===== src/rtl/prog_run_controller.sv =====
// prog_run_controller
//
// Loads a program into instruction memory from a byte stream, then lets the
// CPU free-run or single-step until it fetches a HALT instruction.
//
// Ports:
//   clk, rst_n            clock and asynchronous active-low reset
//   load_start, load_len  begin a program load of load_len 16-bit words
//   byte_valid/byte_data  program byte stream (high byte of each word first)
//   byte_ready            a byte is accepted this cycle (LOAD_HI / LOAD_LO)
//   run_req, step_req     free-run / single-step requests
//   inst_op               opcode of the instruction the CPU is fetching
//   imem_we/addr/wdata    instruction-memory write port
//   cpu_en                CPU update enable for this cycle
//   cpu_rst_n             holds the CPU in reset while a load is in progress
//   halted                CPU has fetched HALT (opcode 4'hF)
//   load_err              last load request was rejected (too long)
//   state                 current FSM state encoding
//   cycle_cnt             saturating count of enabled CPU cycles
module prog_run_controller #(
  parameter int ADDR_W    = 8,
  parameter int MAX_WORDS = 256
) (
  input  logic              clk,
  input  logic              rst_n,
  input  logic              load_start,
  input  logic [ADDR_W:0]   load_len,
  input  logic              byte_valid,
  input  logic [7:0]        byte_data,
  output logic              byte_ready,
  input  logic              run_req,
  input  logic              step_req,
  input  logic [3:0]        inst_op,
  output logic              imem_we,
  output logic [ADDR_W-1:0] imem_addr,
  output logic [15:0]       imem_wdata,
  output logic              cpu_en,
  output logic              cpu_rst_n,
  output logic              halted,
  output logic              load_err,
  output logic [2:0]        state,
  output logic [31:0]       cycle_cnt
);

  typedef enum logic [2:0] {
    S_IDLE    = 3'd0,
    S_LOAD_HI = 3'd1,
    S_LOAD_LO = 3'd2,
    S_WRITE   = 3'd3,
    S_RUN     = 3'd4,
    S_STEP    = 3'd5,
    S_HALTED  = 3'd6
  } state_e;

  localparam logic [3:0]      OpHalt = 4'hF;
  localparam logic [ADDR_W:0] MaxLen = MAX_WORDS[ADDR_W:0];

  state_e              state_q, state_d;
  logic [ADDR_W-1:0]   addr_q, addr_d;
  logic [15:0]         wdata_q, wdata_d;
  logic [ADDR_W:0]     len_q, len_d;
  logic [ADDR_W:0]     wcnt_q, wcnt_d;
  logic                halted_q, halted_d;
  logic                err_q, err_d;
  logic [31:0]         cnt_q, cnt_d;

  logic                loadAccept;
  logic                inLoad;

  // The word counter is kept separately from the address so that a load of
  // exactly 2^ADDR_W words still terminates after the address wraps.
  always_ff @(posedge clk or negedge rst_n) begin
    if (!rst_n) begin
      state_q  <= S_IDLE;
      addr_q   <= '0;
      wdata_q  <= '0;
      len_q    <= '0;
      wcnt_q   <= '0;
      halted_q <= 1'b0;
      err_q    <= 1'b0;
      cnt_q    <= '0;
    end else begin
      state_q  <= state_d;
      addr_q   <= addr_d;
      wdata_q  <= wdata_d;
      len_q    <= len_d;
      wcnt_q   <= wcnt_d;
      halted_q <= halted_d;
      err_q    <= err_d;
      cnt_q    <= cnt_d;
    end
  end

  assign loadAccept = load_start &&
                      ((state_q == S_IDLE) || (state_q == S_RUN) ||
                       (state_q == S_STEP) || (state_q == S_HALTED));

  always_comb begin
    state_d    = state_q;
    addr_d     = addr_q;
    wdata_d    = wdata_q;
    len_d      = len_q;
    wcnt_d     = wcnt_q;
    halted_d   = halted_q;
    err_d      = err_q;
    cnt_d      = cnt_q;
    byte_ready = 1'b0;
    imem_we    = 1'b0;
    cpu_en     = 1'b0;

    unique case (state_q)
      S_IDLE: begin
        if (run_req) begin
          state_d = S_RUN;
        end else if (step_req) begin
          state_d = S_STEP;
        end
      end
      S_LOAD_HI: begin
        byte_ready = 1'b1;
        if (byte_valid) begin
          wdata_d[15:8] = byte_data;
          state_d       = S_LOAD_LO;
        end
      end
      S_LOAD_LO: begin
        byte_ready = 1'b1;
        if (byte_valid) begin
          wdata_d[7:0] = byte_data;
          state_d      = S_WRITE;
        end
      end
      S_WRITE: begin
        imem_we = 1'b1;
        addr_d  = addr_q + 1'b1;
        wcnt_d  = wcnt_q + 1'b1;
        state_d = (wcnt_d < len_q) ? S_LOAD_HI : S_IDLE;
      end
      S_RUN: begin
        if (inst_op != OpHalt) begin
          cpu_en = 1'b1;
        end else begin
          state_d  = S_HALTED;
          halted_d = 1'b1;
        end
      end
      S_STEP: begin
        if (inst_op != OpHalt) begin
          cpu_en  = 1'b1;
          state_d = S_IDLE;
        end else begin
          state_d  = S_HALTED;
          halted_d = 1'b1;
        end
      end
      S_HALTED: begin
        state_d = S_HALTED;
      end
      default: begin
        state_d = S_IDLE;
      end
    endcase

    if (cpu_en && (cnt_q != 32'hFFFF_FFFF)) begin
      cnt_d = cnt_q + 32'd1;
    end

    // An accepted load pre-empts whatever RUN/STEP/IDLE decided above,
    // including a HALT fetched in the same cycle.
    if (loadAccept) begin
      halted_d = halted_q;
      if (load_len == '0) begin
        err_d   = 1'b0;
        state_d = S_IDLE;
      end else if (load_len > MaxLen) begin
        err_d   = 1'b1;
        state_d = S_IDLE;
      end else begin
        err_d    = 1'b0;
        halted_d = 1'b0;
        cnt_d    = '0;
        addr_d   = '0;
        wcnt_d   = '0;
        len_d    = load_len;
        state_d  = S_LOAD_HI;
      end
    end
  end

  assign inLoad     = (state_q == S_LOAD_HI) || (state_q == S_LOAD_LO) ||
                      (state_q == S_WRITE);
  // Gated with rst_n so the CPU is held in reset for the whole reset pulse.
  assign cpu_rst_n  = rst_n & ~inLoad;
  assign imem_addr  = addr_q;
  assign imem_wdata = wdata_q;
  assign halted     = halted_q;
  assign load_err   = err_q;
  assign state      = state_q;
  assign cycle_cnt  = cnt_q;

endmodule

===== config.mk =====
export PLATFORM = sky130hd
export DESIGN_NAME = prog_run_controller
export DESIGN_NICKNAME = d
export VERILOG_FILES = /design/src/rtl/prog_run_controller.sv
export SDC_FILE = /design/constraint.sdc
export NUM_CORES = 1
export LEC_CHECK = 0
export BUFFER_PORTS_ARGS = -buffer_cell sky130_fd_sc_hd__buf_2
export CORE_MARGIN = 10
export CORE_UTILIZATION = 55
export DETAILED_ROUTE_END_ITERATION = 10
export PLACE_DENSITY = 0.87
export SETUP_SLACK_MARGIN = 0.05
export SYNTH_ARGS = -nofsm -noshare
export SYNTH_HDL_FRONTEND = slang
export SYNTH_SLANG_ARGS = --single-unit
export TNS_END_PERCENT = 30

===== constraint.sdc =====
create_clock -name clk -period 2.8 [get_ports clk]
set_input_delay 0.28 -clock clk [delete_from_list [all_inputs] [get_ports clk]]
set_output_delay 0.28 -clock clk [all_outputs]
set_load 0.01 [all_outputs]

==> flow_summary.toml, run 1 <==
[power_and_ir_drop]
seqPwrFrac_pct = 44.2
pwr-share-clk_pct = 23.7
power_mw = 3.558
power_frac_comb_pct = 32.1
p_int_mw = 2.325
power_density_nw_per_um2 = 706.5
swShare_pct = 34.65
p_leak_nw = 2.449
p_switching_mw = 1.233
peakVddDrop_mv = 0.5531

[sta]
skew_ns = 0.01497
tightest_slew_ns = 0.7497
whs_ns = 0.1575
period_minus_slack_ns = 2.593
hold_viol = 0
finalSetupViolCount = 0
tns_ns = 0
fmax_ghz = 0.3856
finalCritPeriodShare_pct = 92.62
max-slew-margin-rel_pct = 49.83
slew_viol_final = 0
rsz0062_at_grt = "no"

[logic_synthesis]
yosys-top-cells-area = "dfrtp_1, mux2_2, ha_1, xor2_1, nand2_1"
ys_seq_area_share_pct = 46.57
synth_area_leader_cell = "dfrtp_1"
synth_warnings = 0
syn_avg_cell_area_sq_um = 9.827
synth_top_flop_cell = "dfrtp_1"
yosysUniqueCellTypes = 48
yosysMostFrequentCell = "dfrtp_1"
synth_edf_count = 0
netlist_area_sq_um = 4245
netlist_instances = 432
syn_nets = 472
ys_top_cells_by_count = "dfrtp_1, nand2_1, nor2_1"
ys_ff_latch = 79
synthArstFlopShare_pct = 100.0
synth_top_area_share_pct = 46.57

[cts]
cts_resized = 0
cts_root_buf = "clkbuf_8"
postCtsSetupBuffers = 0
clkTransAtPathRegs_ns = 0.09
clk_latency_ns = 0.36
clockBufferDepth = 2
cts_buffers = 9
cts_tree = "built"
cts.sinks = 79
cts_hold_buffers = 1
htreeDepth = 3

[floorplanning]
num_rows = 31
die_h_um = 107.9
io_pins = 92
dieArea_sq_um = 11630
initial_core_util_pct = 57.61
die-width_um = 107.9
core-area_sq_um = 7370

[run]
drv_cap = 0

[worst_setup_path]
r2r-start = "state[1]"
cp_data_required_time_ns = 3.08
r2r_end = "cycle_cnt[27]"
reg2regPathDepth = 5
cp-startpoint = "state[1]"
critPathKind = "flop to flop"
reg2reg_slack_ns = 0.21
crit_fanout = 10
cp-start-kind = "flop"
end_kind = "flop"
crit_arrival_ns = 2.87

[grt]
grt_antenna_before_repair = 0
grt_usage_pct = 18.56
overflow = 0
first_global_vias = 3753
grt_max_degree = 42
grt_pass1_wl_mm = 17.73

[final_layout]
finish.instance_area_sq_um = 5036
area_delta_synth_final_pct = 18.63
ff_latch_area_sq_um = 1977
diodes = 0
final_net_count = 564
nFillCells = 575
layout-drive-gt1-share_pct = 27.98
multiInputGateArea_sq_um = 2135

[hold_path]
hp-class = "input pin to flop"
hold_end = "imem_wdata[13]"
min_delay_path_depth = 2
hold_start = "byte_data[5]"

[detailed_routing]
drc = 0
drt_iter0_markers = 202
avgViaCountPerCell = 5.919
vias = 3717
drtPass1Iterations = 4
ant_nets = 0
wl_per_cell_um = 16.81
drt_wl_total_mm = 10.56

[placement]
dpl_cell_area_sq_um = 4830
routabilityCongestion = 0.9001
io_buffers = 91
dpl.hpwl_mm = 7.966

[outcome]
status = "finished clean"
state kept, by name (all words and copies together), names as in the netlist:
name	cells
cycle_cnt	32
halted	1
imem_addr	8
imem_wdata	16
len_q	9
load_err	1
state	3
wcnt_q	9
how the worst max path moves through the flow:
stage                     slack, ns  cells past startpoint       endpoint
after floorplan                0.45                      6  cycle_cnt[27]
after global placement         0.41                      5  cycle_cnt[29]
after detailed placement       0.30                      5  cycle_cnt[27]
after CTS                      0.28                      5  cycle_cnt[27]
after global routing           0.07                      5  cycle_cnt[29]
final                          0.21                      5  cycle_cnt[27]
through the flow:
| stage | worst slack, ns | util [%] | std cells |
|---|---|---|---|
| 2_1_floorplan | 0.4495 | - | 432 |
| 3_3_place_gp | 0.4107 | 65.53 | 611 |
| 3_5_place_dp | 0.3004 | 65.53 | 611 |
| 4_1_cts | 0.2815 | 68.34 | 628 |
| 5_1_grt | 0.07218 | 68.34 | 628 |
| 6_report | 0.2068 | 68.34 | 628 |
cells by family (layout without fill, tap and decap cells):
family / after synthesis / count (layout) / synth area share [%]
AOI/OAI and AO/OA: 74 / 74 / 11.02
xor gates and xnor gates: 23 / 23 / 4.745
adders and majority gates: 13 / 13 / 3.832
buffers and inverters: 35 / 132 / 3.153
DFF: 79 / 79 / 46.57
muxes: 31 / 31 / 8.046
and+or+nand+nor: 177 / 177 / 22.64
worst max-delay path: stages, from the launching register on:
cell and delay [ns]:
dfrtp_1 0.48, nand2b_1 0.26, nor4_1 0.50, or4b_1 0.62, or4_1 0.51, a21oi_1 0.16
power groups by stage:
stage               logic [mW]  clock network [mW]  registers [mW]
finish                    1.14               0.844            1.57
CTS                       1.16               0.855            1.57
global placement          1.11                   0            1.57
global route              1.28               0.907            1.61
detailed placement        1.16                   0            1.59
floorplan                0.638                   0            1.64
area by class of cell:
| cell class | instances | share of cell area, % |
|---|---|---|
| Multi-Input combinational cell | 318 | 42.39 |
| Sequential cell | 79 | 39.25 |
| Timing Repair Buffer | 101 | 10.88 |
| Clock buffer | 9 | 2.460 |
| Tap cell | 99 | 2.460 |
| Clock inverter | 7 | 1.441 |
| Inverter | 15 | 1.118 |
routing by layer:
layer | GRT usage [%] | part of all wire, % | vias up
met5 | 0 | 0 | -
met4 | 7.920 | 2.0 | 0
met3 | 4.850 | 6.8 | 17
met2 | 29.14 | 46 | 110
met1 | 23.58 | 45 | 1819
li1 | - | - | 1771
cell usage in the layout (no fill, tap or decap), drive strengths merged, types with 9 or more instances in the layout:
cell type,n
nand4,17
nand3,19
inv,16
nand2,37
or3,19
o21ai,20
mux2,25
buf,100
xor2,18
dfrtp,79
clkbuf,9
nor2,30
a21oi,24
nor4,12
ha,13
No activity file was read; power rests on OpenSTA's default activity.
==> run 2: changes to the inputs <==
--- a/config.mk
+++ b/config.mk
@@ -9,7 +9,7 @@
 export CORE_MARGIN = 10
 export CORE_UTILIZATION = 55
 export DETAILED_ROUTE_END_ITERATION = 10
-export PLACE_DENSITY = 0.87
+export PLACE_DENSITY = 0.81
 export SETUP_SLACK_MARGIN = 0.05
 export SYNTH_ARGS = -nofsm -noshare
 export SYNTH_HDL_FRONTEND = slang
==> flow_summary.toml, run 2 (synthesis gave the netlist of run 1 again) <==
[cts]
clockBufferDepth = 2
cts_resized = 0
cts.sinks = 79
clk_latency_ns = 0.36
clkTransAtPathRegs_ns = 0.08
postCtsSetupBuffers = 0
cts_tree = "built"
cts_root_buf = "clkbuf_8"
cts_buffers = 9
cts_hold_buffers = 1
htreeDepth = 3

[floorplanning]
dieArea_sq_um = 11630
io_pins = 92
die-width_um = 107.9
num_rows = 31
die_h_um = 107.9
core-area_sq_um = 7370
initial_core_util_pct = 57.61

[sta]
tns_ns = 0
max-slew-margin-rel_pct = 47.02
finalCritPeriodShare_pct = 89.92
period_minus_slack_ns = 2.518
slew_viol_final = 0
skew_ns = 0.008659
fmax_ghz = 0.3972
finalSetupViolCount = 0
whs_ns = 0.1637
tightest_slew_ns = 0.7918
hold_viol = 0
rsz0062_at_grt = "no"

[hold_path]
hp-class = "input pin to flop"
min_delay_path_depth = 2

[final_layout]
layout-drive-gt1-share_pct = 27.92
final_common_cell = "buf_2"
largest_reg_flops = 32
layout_common_cells = "buf_2, dfrtp_1, nand2_1, nor2_1, mux2_2"
fin_util_pct = 68.57
diodes = 0
area_delta_synth_final_pct = 19.04
finish.instance_area_sq_um = 5054
final_net_count = 566
nFillCells = 584

[grt]
grt_antenna_before_repair = 0
grt_usage_pct = 19.56
first_global_vias = 3821
grt_pass1_wl_mm = 18.60
grt_max_degree = 50
overflow = 0

[worst_setup_path]
critPathBufInv = 0
crit_chain = "nand2b_1 > nor4_1 > or4b_1 > or4_1 > a21oi_1"
critPathKind = "flop to flop"
cp_data_required_time_ns = 3.08
critPathMaxStageDelay_ns = 0.62
cp_slowest_cell = "or4b_1"
cp-start-kind = "flop"
reg2regPathDepth = 5
crit_fanout = 10
cp_top_family = "simple AND/OR/NAND/NOR gates"
end_kind = "flop"
crit_arrival_ns = 2.80
path_depth = 5

[detailed_routing]
drt_wl_total_mm = 11.15
ant_nets = 0
drc = 0
drt_iter0_markers = 171
wl_per_cell_um = 17.72
drtPass1Iterations = 5
avgViaCountPerCell = 5.963
vias = 3751

[power_and_ir_drop]
p_leak_nw = 2.470
power_density_nw_per_um2 = 727.8
peakVddDrop_mv = 0.5557

[placement]
io_buffers = 91
routabilityCongestion = 0.8663
dpl.hpwl_mm = 8.217
dpl_cell_area_sq_um = 4832

[run]
drv_cap = 0

[outcome]
status = "finished clean"
run 2: cell types whose count changed in the layout (fill, tap and decap cells not counted):
cell | previous run | this run
clkinvlp_4 | 2 | 0
buf_12 | 1 | 0
bufinv_16 | 1 | 2
clkbuf_8 | 9 | 10
clkbuf_1 | 0 | 1
clkinv_4 | 1 | 0
buf_4 | 9 | 12
inv_6 | 1 | 0
run 2: worst paths after layout:
check                                  start            end  slack, ns
worst max-delay path                state[1]  cycle_cnt[27]       0.28
worst min-delay path            byte_data[0]  imem_wdata[8]       0.16
worst max register to register      state[1]  cycle_cnt[27]       0.28
worst min register to register        halted         halted       0.49
max in group asynchronous              rst_n   cycle_cnt[4]       1.47
min in group asynchronous              rst_n   imem_addr[0]       0.48
run 2: per-stage QoR:
stage               setup slack, ns  std cells  total power, mW
floorplan                    0.4495        432            2.282
global placement             0.4171        613            2.685
detailed placement           0.3415        613            2.753
CTS                          0.3128        629            3.696
global route                 0.1742        629            3.897
finish                       0.2824        629            3.678
run 2: routing by layer:
metal / track usage [%] / share of wire (%) / routed length [um] / up-vias
met3: 5.749 / 8.5 / 953 / 16
met4: 7.443 / 1.8 / 204 / 0
li1: - / - / - / 1771
met2: 31.31 / 48 / 5381 / 132
met5: 0 / 0 / 0 / -
met1: 24.31 / 41 / 4609 / 1832
run 2: power breakdown:
| part | switching (mW) | total (mW) | leakage, nW | internal (mW) |
|---|---|---|---|---|
| combinational | 0.641 | 1.16 | 1.32 | 0.523 |
| sequential | 0.185 | 1.57 | 1.04 | 1.39 |
| clock | 0.420 | 0.939 | 0.109 | 0.519 |
run 2: final cells by class:
class / instances / area (sq um) / area share, %
Inverter: 15 / 56.30 / 1.114
Multi-Input combinational cell: 318 / 2135 / 42.24
Clock buffer: 11 / 141.4 / 2.798
Timing Repair Buffer: 103 / 550.5 / 10.89
Clock inverter: 4 / 70.07 / 1.386
Tap cell: 99 / 123.9 / 2.451
Sequential cell: 79 / 1977 / 39.12
==> run 3: changes to the inputs <==
==> constraint.sdc (replaced) <==
create_clock -name clk -period 3.1 [get_ports clk]
set_input_delay 0.31 -clock clk [delete_from_list [all_inputs] [get_ports clk]]
set_output_delay 0.31 -clock clk [all_outputs]
set_load 0.01 [all_outputs]
==> flow_summary.toml, run 3 (synthesis gave the netlist of run 1 again) <==
[floorplanning]
num_rows = 31
core-area_sq_um = 7370
die-width_um = 107.9
initial_core_util_pct = 57.61
dieArea_sq_um = 11630
io_pins = 92
die_h_um = 107.9

[cts]
htreeDepth = 3
cts_buffers = 9
clk_latency_ns = 0.35
cts.sinks = 79
clkTransAtPathRegs_ns = 0.08
cts_root_buf = "clkbuf_8"
cts_tree = "built"
postCtsSetupBuffers = 0
clockBufferDepth = 2

[worst_setup_path]
crit_arrival_ns = 2.91
crit_fanout = 13
r2r-start = "state[2]"
critPathKind = "flop to flop"
cp_data_required_time_ns = 3.37
end_kind = "flop"
cp-startpoint = "state[2]"
cp-endpoint = "cycle_cnt[27]"
r2r_end = "cycle_cnt[27]"
reg2reg_slack_ns = 0.47
cp-start-kind = "flop"
reg2regPathDepth = 5

[run]
drv_cap = 0

[sta]
slew_viol_final = 0
hold_viol = 0
rsz0062_at_grt = "no"
period_minus_slack_ns = 2.634
finalCritPeriodShare_pct = 84.97
max-slew-margin-rel_pct = 52.59
skew_ns = 0.008480
tightest_slew_ns = 0.7085
finalSetupViolCount = 0
fmax_ghz = 0.3796
tns_ns = 0

[detailed_routing]
drt_iter0_markers = 98
ant_nets = 0
wl_per_cell_um = 17.04
avgViaCountPerCell = 5.970
vias = 3719
drt_wl_total_mm = 10.62
drc = 0
drtPass1Iterations = 4

[power_and_ir_drop]
power_density_nw_per_um2 = 657.0
p_leak_nw = 2.438
peakVddDrop_mv = 0.5246

[outcome]
status = "finished clean"

[final_layout]
diodes = 0
layout_common_cells = "buf_2, dfrtp_1, nand2_1, nor2_1, mux2_2"
fin_cells = 623
layout-drive-gt1-share_pct = 26.91
final_common_cell = "buf_2"
largest_reg_flops = 32
final_net_count = 559
nFillCells = 596
area_delta_synth_final_pct = 18.10

[grt]
overflow = 0
grt_pass1_wl_mm = 17.47
grtUsageMet1_pct = 22.96
grt_usage_pct = 18.38
grtUsageMet2_pct = 28.62
gr-usage-met3_pct = 6.347
grt_max_degree = 48
grt_antenna_before_repair = 0
globalRoute.busiestLayer = "met2"
first_global_vias = 3635

[hold_path]
hp-class = "input pin to flop"

[placement]
routabilityCongestion = 0.8139
dp.cells = 606
dpl.hpwl_mm = 7.801
io_buffers = 91
==> run 3: cell count changes in the layout (fill, tap and decap cells not counted) <==
| cell | change |
|---|---|
| buf_4 | -7 |
| clkbuf_8 | +1 |
| clkbuf_1 | +1 |
| clkinv_2 | -1 |
==> run 3: final cells by class <==
class / instances / area, sq um / share of cell area (%)
inverter: 15 / 56.30 / 1.123
multi-input combinational: 318 / 2135 / 42.58
clock buffer: 13 / 158.9 / 3.169
timing repair buffer: 96 / 498.0 / 9.933
tap: 99 / 123.9 / 2.471
clock inverter: 3 / 65.06 / 1.298
sequential: 79 / 1977 / 39.43
==> run 3: how the worst min path moves through the flow <==
stage,from,end,depth (start not counted)
2_1_floorplan,rst_n,cycle_cnt[0],0
3_3_place_gp,rst_n,wcnt_q[0],1
3_5_place_dp,rst_n,wcnt_q[0],1
4_1_cts,byte_data[5],imem_wdata[13],2
5_1_grt,byte_data[1],imem_wdata[1],2
6_report,byte_data[3],imem_wdata[3],2
==> run 3: metal layers <==
| layer | vias to the layer above | part of all wire, % |
|---|---|---|
| met3 | 16 | 7.4 |
| met5 | - | 0 |
| li1 | 1766 | - |
| met2 | 103 | 46 |
| met4 | 0 | 1.7 |
| met1 | 1834 | 45 |
==> run 3: worst max-delay path, cell delays in order (launching register included) <==
cell and delay, ns:
dfrtp_1 0.55, nand2b_1 0.19, nor4_1 0.50, or4b_1 0.64
or4_1 0.52, a21oi_1 0.16
==> run 3: repair_timing <==
action | CTS | global route
hold buffers | 1 | 0
endpoints found under the hold margin | 45 | 0
gates resized for setup | 0 | 0
==> run 3: power by group <==
| part | total, mW | switching (mW) | internal [mW] |
|---|---|---|---|
| Combinational | 1.00 | 0.545 | 0.456 |
| Sequential | 1.43 | 0.177 | 1.25 |
| Clock | 0.860 | 0.363 | 0.497 |
==> run 3: through the flow <==
step	total power [mW]	instance area (sq um)	hold slack (ns)	utilization [%]	setup WS [ns]
after floorplan	2.061	4245	0.01441	-	0.7495
after global placement	2.409	4780	0.3500	64.86	0.6689
after detailed placement	2.461	4780	0.3519	64.86	0.5282
after CTS	3.322	5014	0.1944	68.03	0.5092
after global routing	3.507	5014	0.1852	68.03	0.2645
final	3.294	5014	0.2041	68.03	0.4659
